File: config.mk
export PLATFORM = sky130hd
export DESIGN_NAME = dma_sync_fifo
export DESIGN_NICKNAME = d
export VERILOG_FILES = /design/src/rtl/dma_sync_fifo.sv
export SDC_FILE = /design/constraint.sdc
export NUM_CORES = 1
export LEC_CHECK = 0
export ABC_AREA = 1
export BUFFER_PORTS_ARGS = -buffer_cell sky130_fd_sc_hd__buf_2
export CORE_ASPECT_RATIO = 1.5
export CORE_MARGIN = 5
export CORE_UTILIZATION = 39
export DETAILED_ROUTE_END_ITERATION = 8
export HOLD_SLACK_MARGIN = 0.1
export PLACE_DENSITY = 0.59
export SLEW_MARGIN = 25
export SYNTH_ARGS = -nofsm -noshare
export SYNTH_HDL_FRONTEND = slang
export SYNTH_SLANG_ARGS = --single-unit
File: constraint.sdc
create_clock -name clk -period 4.1 [get_ports clk]
set_input_delay 0.41 -clock clk [delete_from_list [all_inputs] [get_ports clk]]
set_output_delay 0.41 -clock clk [all_outputs]
set_load 0.005 [all_outputs]
File: src/rtl/dma_sync_fifo.sv
// Single-clock FIFO buffering DMA read-engine data for the write engine.
// First-word-fall-through output, registered occupancy/threshold flags, sticky error flags.
module dma_sync_fifo #(
   parameter int DATA_WIDTH    = 32,
   parameter int DEPTH         = 16,
   parameter int AFULL_THRESH  = DEPTH - 2,
   parameter int AEMPTY_THRESH = 2,
   localparam int CW           = $clog2(DEPTH) + 1
) (
   input  logic                  clk,
   input  logic                  rst,
   input  logic                  flush,
   input  logic                  push_valid,
   output logic                  push_ready,
   input  logic [DATA_WIDTH-1:0] push_data,
   output logic                  pop_valid,
   input  logic                  pop_ready,
   output logic [DATA_WIDTH-1:0] pop_data,
   output logic [CW-1:0]         count,
   output logic                  full,
   output logic                  empty,
   output logic                  almost_full,
   output logic                  almost_empty,
   output logic                  overflow,
   output logic                  underflow
);

   localparam int          AW       = CW - 1;
   localparam logic [CW-1:0] ONE      = CW'(1);
   localparam logic [CW-1:0] AFULL_C  = CW'(AFULL_THRESH);
   localparam logic [CW-1:0] AEMPTY_C = CW'(AEMPTY_THRESH);

   logic [DATA_WIDTH-1:0] mem [DEPTH];
   logic [CW-1:0]         wr_ptr;
   logic [CW-1:0]         rd_ptr;
   logic                  push_fire;
   logic                  pop_fire;

   // Status comes only from registered pointers/count, never from the handshake inputs.
   assign full         = (wr_ptr[AW-1:0] == rd_ptr[AW-1:0]) && (wr_ptr[CW-1] != rd_ptr[CW-1]);
   assign empty        = (wr_ptr == rd_ptr);
   assign push_ready   = ~full;
   assign pop_valid    = ~empty;
   assign almost_full  = (count >= AFULL_C);
   assign almost_empty = (count <= AEMPTY_C);

   assign push_fire = push_valid & push_ready;
   assign pop_fire  = pop_valid & pop_ready;

   assign pop_data = mem[rd_ptr[AW-1:0]];

   // NOTE: the storage array carries no reset; empty/full guard every read, so stale
   // contents are never observed and the array can map onto plain RAM cells.
   always_ff @(posedge clk) begin
      if (push_fire && !flush && !rst)
         mem[wr_ptr[AW-1:0]] <= push_data;
   end

   // NOTE: sequential state uses non-blocking assignments only, so every register
   // samples the pre-edge values of the others regardless of statement order.
   always_ff @(posedge clk) begin
      if (rst) begin
         wr_ptr    <= '0;
         rd_ptr    <= '0;
         count     <= '0;
         overflow  <= 1'b0;
         underflow <= 1'b0;
      end else begin
         // Error flags record the attempt itself, so a flush does not mask or clear them.
         if (push_valid && full)
            overflow <= 1'b1;
         if (pop_ready && empty)
            underflow <= 1'b1;

         if (flush) begin
            wr_ptr <= '0;
            rd_ptr <= '0;
            count  <= '0;
         end else begin
            if (push_fire)
               wr_ptr <= wr_ptr + ONE;
            if (pop_fire)
               rd_ptr <= rd_ptr + ONE;
            case ({push_fire, pop_fire})
               2'b10:   count <= count + ONE;
               2'b01:   count <= count - ONE;
               default: count <= count;
            endcase
         end
      end
   end

endmodule

Word level (Yosys, flattened, before mapping)
Memories as Yosys holds them, arrays and structs flattened. A register that Yosys moved wholly into a read port is not among the register bits.
Cells that the tools add are included.
{"block": "word_totals", "out_inout_bits": 45, "reg_bits": 17, "ramBits": 512, "elab_cells": 35, "memories": 1}
{"block": "op_classes", "reduce_logical": 9, "eq_ne": 5, "order_cmp": 2, "mux": 5, "n_addsub": 4, "n_bitwise": 4}
{"memory": "mem", "depth": 16, "width": 32, "rd": 1, "rd_ports_with_merged_regs": 1, "wr": 1, "line_no": "33", "source": "logic [DATA_WIDTH-1:0] mem [DEPTH];"}
{"cell": "5-bit by 1-bit adder with 5-bit output, second input constant", "count": 3}
{"cell": "5-bit one-hot mux with 2 select lines", "count": 1}
{"cell": "4-bit 2-to-1 mux", "count": 2}
{"cell": "5-bit == test", "count": 1}
{"cell": "5-bit by 4-bit >= comparator with 1-bit output, second input constant", "count": 1}
{"cell": "5-bit by 2-bit less-or-equal comparator with 1-bit output, second input constant", "count": 1}
{"cell": "1-bit logical AND", "count": 5}
{"cell": "5-bit by 1-bit subtractor with 5-bit output, second input constant", "count": 1}
{"cell": "4-bit == test", "count": 1}
{"cell": "1-bit AND", "count": 2}
{"cell": "2-bit by 1-bit == test with 1-bit output, second input constant", "count": 1}
{"cell": "2-bit == test, second input constant", "count": 1}
{"cell": "1-bit zero test", "count": 2}
{"cell": "1-bit 2-to-1 mux", "count": 2}
{"cell": "1-bit inverter", "count": 2}
{"cell": "2-bit nonzero test", "count": 1}
{"cell": "2-bit OR reduction", "count": 1}
{"cell": "1-bit inequality test", "count": 1}

Logic depth before layout (Yosys ltp)
Gate-level depths: netlist of run 1.
{"block": "depth", "word_depth": 8, "mapped_depth": 19, "mapped_depth_nobuf": 18}

Worst setup path after synthesis of run 1
No wires, ideal clock.
{"block": "synth_timing", "path_type": "reg-to-reg", "start": "register rd_ptr[4]", "end": "memory mem[7][0], enable pin", "path_stages_with_launch": 8, "arrival_ns": 3.393, "path_slack_ns": 0.246, "period_less_slack_ns": 3.854, "cell_sequence": "dfxtp_1 > xnor2_1 > inv_1 > nand3_4 > nand2_8 > nor2_1 > inv_1 > nor3_1"}
{"block": "synth_between", "elab_chain_len": 8}
{"item": "from (decl)", "line_no": "35", "source": "logic [CW-1:0] rd_ptr;"}
{"item": "from (signal assigned)", "line_no": "83", "source": "rd_ptr <= rd_ptr + ONE;"}
{"item": "1-bit inequality test", "line_no": "40", "source": "assign full = (wr_ptr[AW-1:0] == rd_ptr[AW-1:0]) && (wr_ptr[CW-1] != rd_ptr[CW-1]);"}
{"item": "1-bit logical AND", "line_no": "40"}
{"item": "1-bit inverter", "line_no": "42", "source": "assign push_ready = ~full;"}
{"item": "named net push_ready", "line_no": "14", "source": "output logic push_ready,"}
{"item": "1-bit AND", "line_no": "47", "source": "assign push_fire = push_valid & push_ready;"}
{"item": "1-bit logical AND (2 in series)", "line_no": "55", "source": "if (push_fire && !flush && !rst)"}
{"item": "1-bit 2-to-1 mux", "line_no": "55"}
{"item": "1-bit 2-to-1 mux (implied by the code)", "line_no": "56", "source": "mem[wr_ptr[AW-1:0]] <= push_data;"}
{"item": "to (decl)", "line_no": "33"}
The timed path passes the listed nets, and every way through them passes these cells.

==> flow_summary.toml, run 1 <==
[sta]
normalized_max_slew_margin = 0.307
timing.final.crit_share = 0.780
finalSetupTns_ns = 0
grt_setup_unrepaired = "false"
finalSetupViolCount = 0
total_count_of_hold_check_failures_in_the_final_report = 0
layout_min_cycle_time_ns = 3.20
fin_skew_ns = 0.0184
final-max-slew-violation-count = 0
max_freq_mhz = 313
worst-slew-pin-transition_ns = 1.04
hold_ws_ns = 0.201

[power]
max-vdd-ir-drop_v = 0.000327
p_per_area_nw_per_um2 = 442
p_sw_frac = 0.208
power.sequential.fraction = 0.554
cell_internal_pwr_uw = 8580
pwr-share-comb = 0.040
p_switching_uw = 2250
static-leakage-power_uw = 0.00803
power_frac_clock = 0.406

[finish]
multi_input_area_sq_um = 4820
final_net_count = 1640
syn_to_final_growth_pct = 13.6
regArea_sq_um = 15800
layout-drive-gt1-share = 0.138
fill_cells = 4725

[detailed_routing]
via_total_after_detailed_routing = 12400
drt-pass1-iter-count = 5
route.detailed.wl_per_inst_um = 21.6
route.final.wire_length_um = 50300
via_per_inst = 5.33
drtAntennaViolNets = 0
initialDrtViolationCount = 898
post-route-drc-count = 0

[critical_path]
timing_worst_setup_path_type = "reg -> out"
cp.required_ns = 3.69
crit_arrival_ns = 2.79
start_kind = "register"
endpoint_kind = "output pin"
path_max_fanout = 53

[floorplan]
fp.dieArea_sq_um = 60100
floorplan.rows = 105
die-width_um = 202
core-area_sq_um = 54800
ioPinCount = 82
fp.dieH_um = 298
initial_utilization = 0.393

[placed_design]
detailedPlacementHpwl_um = 29500
place.port_buffers = 81
globalplace.congestion = 0.772

[synth]
async_sr_flop_fraction = 0
synthesis.instances = 1523
yosys.area.top_type_share = 0.714
ys_top_cells_by_count = "edfxtp_1, o21ai_0, inv_1"
synth.net_count = 1567
synth_top_cells_by_area = "edfxtp_1, mux2i_1, o211ai_1"
yosysUniqueCellTypes = 30
synth_area_sq_um = 21500
synth_top_cell_by_area = "edfxtp_1"
post-synth-top-count-cell = "edfxtp_1"
yosysWarningCount = 0
ff_latch_count_synth = 533
sequential_share_of_the_synthesized_area = 0.733
postSynthAreaPerCell_sq_um = 14.1
synth-edff-count = 512
postSynth.topFlopCell = "edfxtp_1"

[clock_tree]
worst_setup_hold_path_clk_slew_ns = 0.07
insertion_delay_ns = 0.57
cts_hold_buffers = 1
h-tree-depth = 2
post-cts-setup-buffers = 0
cts_repair_resize_count = 0
tritoncts.num_buffers = 47
clock_sink_count = 533
ctsRootBufferMaster = "clkbuf_16"
cts_tree = "built"
max-clock-path-buffers = 3

[global_route]
grt_max_degree = 68
vias_in_the_first_global_route = 12600
grt_util_all_layers = 0.163
grt_first_pass_wirelength_um = 76500
gr-total-overflow = 0
initial_antenna_violation_count = 1

[min_path]
min_path_type = "in -> reg"

[status]
status = "complete, no violations"

[flow_run]
timing.max_cap.violations = 0
-- power by group through the flow --
stage	logic [uW]	registers, uW	clock network [uW]
6_report	435	6000	4390
5_1_grt	485	6000	4690
4_1_cts	445	6000	4480
3_5_place_dp	443	6120	0
3_3_place_gp	434	6120	0
2_1_floorplan	244	6110	0
-- state kept, by name, indices dropped and copies added (netlist names), named ones only --
name       count
mem          512
wr_ptr         5
underflow      1
count          5
rd_ptr         5
overflow       1
-- kinds of logic after synthesis --
family                   after synthesis  synth area share
buffers and inverters                252            0.0482
adder cells (fa/ha/maj)                7           0.00406
multiplexers                         128            0.0595
flip-flops                           533             0.733
AND/OR/NAND/NOR                      152            0.0342
XOR/XNOR                               6           0.00244
AO/OA/AOI/OAI                        445             0.119
-- through the flow --
step	utilization	area (sq um)	std cells	power (uW)	setup slack, ns
floorplan	-	21500	1523	6350	0.246
global placement	0.419	23000	2241	6550	1.04
detailed placement	0.419	23000	2241	6560	0.998
CTS	0.447	24500	2330	10900	0.899
global route	0.447	24500	2330	11200	0.773
finish	0.447	24500	2331	10800	0.901
-- per-layer routing --
metal / track usage / up-vias / wire, um
li1: - / 5822 / -
met5: 0 / - / 0
met2: 0.295 / 281 / 26400
met3: 0.0187 / 82 / 1810
met1: 0.205 / 6230 / 20800
met4: 0.0487 / 0 / 1310
-- final cells by class --
class / instances / area share
Clock buffer: 62 / 0.0520
Sequential cell: 533 / 0.646
Inverter: 159 / 0.0249
Antenna cell: 1 / 0.000102
Clock inverter: 26 / 0.00986
Timing Repair Buffer: 117 / 0.0349
Multi-Input combinational cell: 738 / 0.197
Tap cell: 695 / 0.0355
-- critical path, cell delays in order (launching register included) --
cell and delay [ns]:
dfxtp_4 0.64, buf_4 0.63, a21oi_1 0.06, o21ai_0 0.17, o21ai_0 0.22, o211ai_1 0.20, nand2_1 0.10, buf_2 0.15
-- final timing paths --
path | startpoint | depth (start not counted) | endpoint | slack [ns]
max | register | 7 | pop_data[10] | 0.90
min | pop_ready | 3 | underflow$_SDFFE_PP0P_ | 0.20
max reg2reg | rd_ptr[4]$_SDFFE_PP0P_ | 8 | mem[13][7]$_DFFE_PP_ | 1.20
min reg2reg | rd_ptr[4]$_SDFFE_PP0P_ | 1 | rd_ptr[4]$_SDFFE_PP0P_ | 0.48
-- cell usage in the layout (no fill, tap or decap), types with 37 or more instances in the layout --
cell type,synthesis,final
edfxtp_1,512,512
o21ai_0,171,171
inv_1,152,150
a21oi_1,142,142
mux2i_1,128,128
o211ai_1,128,128
buf_2,12,81
nand2_1,66,66
clkbuf_16,0,48
nand3_1,37,37
Note: power is estimated with default switching activity, not from simulation.
==> run 2, diff against run 1 <==
--- a/config.mk
+++ b/config.mk
@@ -12,7 +12,7 @@
 export CORE_UTILIZATION = 39
 export DETAILED_ROUTE_END_ITERATION = 8
 export HOLD_SLACK_MARGIN = 0.1
-export PLACE_DENSITY = 0.59
+export PLACE_DENSITY = 0.57
 export SLEW_MARGIN = 25
 export SYNTH_ARGS = -nofsm -noshare
 export SYNTH_HDL_FRONTEND = slang
==> constraint.sdc (replaced) <==
create_clock -name clk -period 3.25 [get_ports clk]
set_input_delay 0.325 -clock clk [delete_from_list [all_inputs] [get_ports clk]]
set_output_delay 0.325 -clock clk [all_outputs]
set_load 0.005 [all_outputs]
==> flow_summary.toml, run 2 (synthesized netlist as in run 1, its figures left out) <==
[finish]
finish.utilization = 0.451
syn_to_final_growth_pct = 14.8
commonest_non_fill_non_tap_cell_in_the_layout = "edfxtp_1"
final_net_count = 1648
fill_cells = 4712
max_ffs_per_register = 512
layout-drive-gt1-share = 0.144
final_cell_mix = "edfxtp_1, o21ai_0, inv_1"

[power]
power_frac_clock = 0.416
p_per_area_nw_per_um2 = 562
cell_internal_pwr_uw = 11100
max-vdd-ir-drop_v = 0.000407
pwr-share-comb = 0.040
static-leakage-power_uw = 0.00813
power_uw = 13900
p_switching_uw = 2840
power.sequential.fraction = 0.544
p_sw_frac = 0.205

[clock_tree]
tritoncts.num_buffers = 48
h-tree-depth = 2
max-clock-path-buffers = 3
insertion_delay_ns = 0.56
cts_tree = "built"
worst_setup_hold_path_clk_slew_ns = 0.06
cts_repair_resize_count = 0
ctsRootBufferMaster = "clkbuf_16"
clock_sink_count = 533

[flow_run]
timing.max_cap.violations = 0

[critical_path]
timing.critical_path.max_delay_family = "buffers and inverters"
timing_worst_setup_path_type = "reg -> out"
path_max_fanout = 53
crit_arrival_ns = 2.45
cp.depth = 7
worstReg2RegStart = "rd_ptr[4]$_SDFFE_PP0P_"
endpoint_kind = "output pin"
worstPathBufferInverterCount = 3
timing.critical_path.slowest_stage_cell = "dfxtp_4"
ff2ff_path_depth = 8
max_stage_delay_ns = 0.47
cp.required_ns = 2.92
critical_path.cell_chain = "buf_12, buf_4, mux2i_1, o21ai_0, o211ai_1, nand2_1, buf_2"
start_kind = "register"

[detailed_routing]
via_per_inst = 5.31
via_total_after_detailed_routing = 12400
drt-pass1-iter-count = 4
drtAntennaViolNets = 0
post-route-drc-count = 0
initialDrtViolationCount = 1028
route.detailed.wl_per_inst_um = 21.6
route.final.wire_length_um = 50500

[sta]
fin_skew_ns = 0.00988
worst-slew-pin-transition_ns = 0.783
finalSetupViolCount = 0
finalSetupTns_ns = 0
grt_setup_unrepaired = "false"
final-max-slew-violation-count = 0
total_count_of_hold_check_failures_in_the_final_report = 0
normalized_max_slew_margin = 0.478
max_freq_mhz = 360
layout_min_cycle_time_ns = 2.78
timing.final.crit_share = 0.854

[min_path]
min_path_type = "in -> reg"
hold_sp = "push_valid"
whs_path_depth = 3

[floorplan]
floorplan.rows = 105
ioPinCount = 82
die-width_um = 202
fp.dieH_um = 298
initial_utilization = 0.393
core-area_sq_um = 54800
fp.dieArea_sq_um = 60100

[placed_design]
globalplace.congestion = 0.770
place.port_buffers = 81
detailedPlacementHpwl_um = 26300

[global_route]
grt_first_pass_wirelength_um = 76700
grt_max_degree = 129
grt_util_all_layers = 0.165
initial_antenna_violation_count = 3
vias_in_the_first_global_route = 12500
gr-total-overflow = 0

[status]
status = "complete, no violations"
==> run 2: changes by cell type in the layout (fill, tap and decap cells not counted) <==
cell	before	now
buf_12	14	22
clkbuf_1	12	4
buf_4	21	18
bufinv_16	4	7
clkbuf_8	2	0
clkinv_1	8	10
clkinvlp_4	2	4
dlygate4sd3_1	1	3
clkbuf_16	48	49
clkinv_8	1	0
diode_2	1	2
inv_2	5	6
inv_6	3	4
inv_8	0	1
==> run 2: tightest hold or removal path: cells and delay by family <==
kind,cells,cell delay (ns)
AND/OR/NAND/NOR,1,0.11
buffers and inverters,1,0.14
AO/OA/AOI/OAI,1,0.07
==> run 2: timing repair <==
item	in CTS	in global routing
hold buffers	3	0
buffers inserted	0	0
endpoints found under the setup margin	0	0
endpoints found under the hold margin	2	0
==> run 2: path summary, 6_finish.rpt <==
| check | end | slack [ns] |
|---|---|---|
| worst max-delay path | pop_data[6] | 0.47 |
| worst min-delay path | wr_ptr[1]$_SDFFE_PP0P_ | 0.13 |
| worst max register to register | mem[10][24]$_DFFE_PP_ | 0.72 |
| worst min register to register | underflow$_SDFFE_PP0P_ | 0.47 |
==> run 2: stage by stage <==
stage / setup WS, ns / instance area (sq um) / hold slack, ns / instances
after floorplan: -0.604 / 21500 / 0.397 / 1523
after global placement: 0.718 / 23100 / 0.450 / 2246
after detailed placement: 0.698 / 23100 / 0.463 / 2246
after CTS: 0.456 / 24700 / 0.105 / 2337
after global routing: 0.289 / 24700 / 0.116 / 2337
final: 0.475 / 24700 / 0.130 / 2339
==> run 2: power groups by stage <==
stage	clock network, uW	registers, uW	logic [uW]
finish	5780	7560	551
global route	6170	7560	615
CTS	5890	7560	558
detailed placement	0	7710	555
global placement	0	7710	544
floorplan	0	7710	307
==> run 2: final cells by class <==
cell class              instances  area (sq um)  share of cell area
well taps                     695           870              0.0352
repair buffers                124          1010              0.0409
multi-input cells             738          4820               0.195
clock inverters                35           362              0.0146
flip-flops and latches        533         15800               0.639
inverters                     159           609              0.0246
clock buffers                  53          1240              0.0502
diodes                          2          5.00            0.000202
==> run 2: routing by layer <==
layer	up-vias	global-route usage	wire (um)
li1	5832	-	-
met1	6242	0.220	21700
met2	272	0.284	25500
met3	76	0.0221	2120
met4	2	0.0441	1120
met5	-	0	13
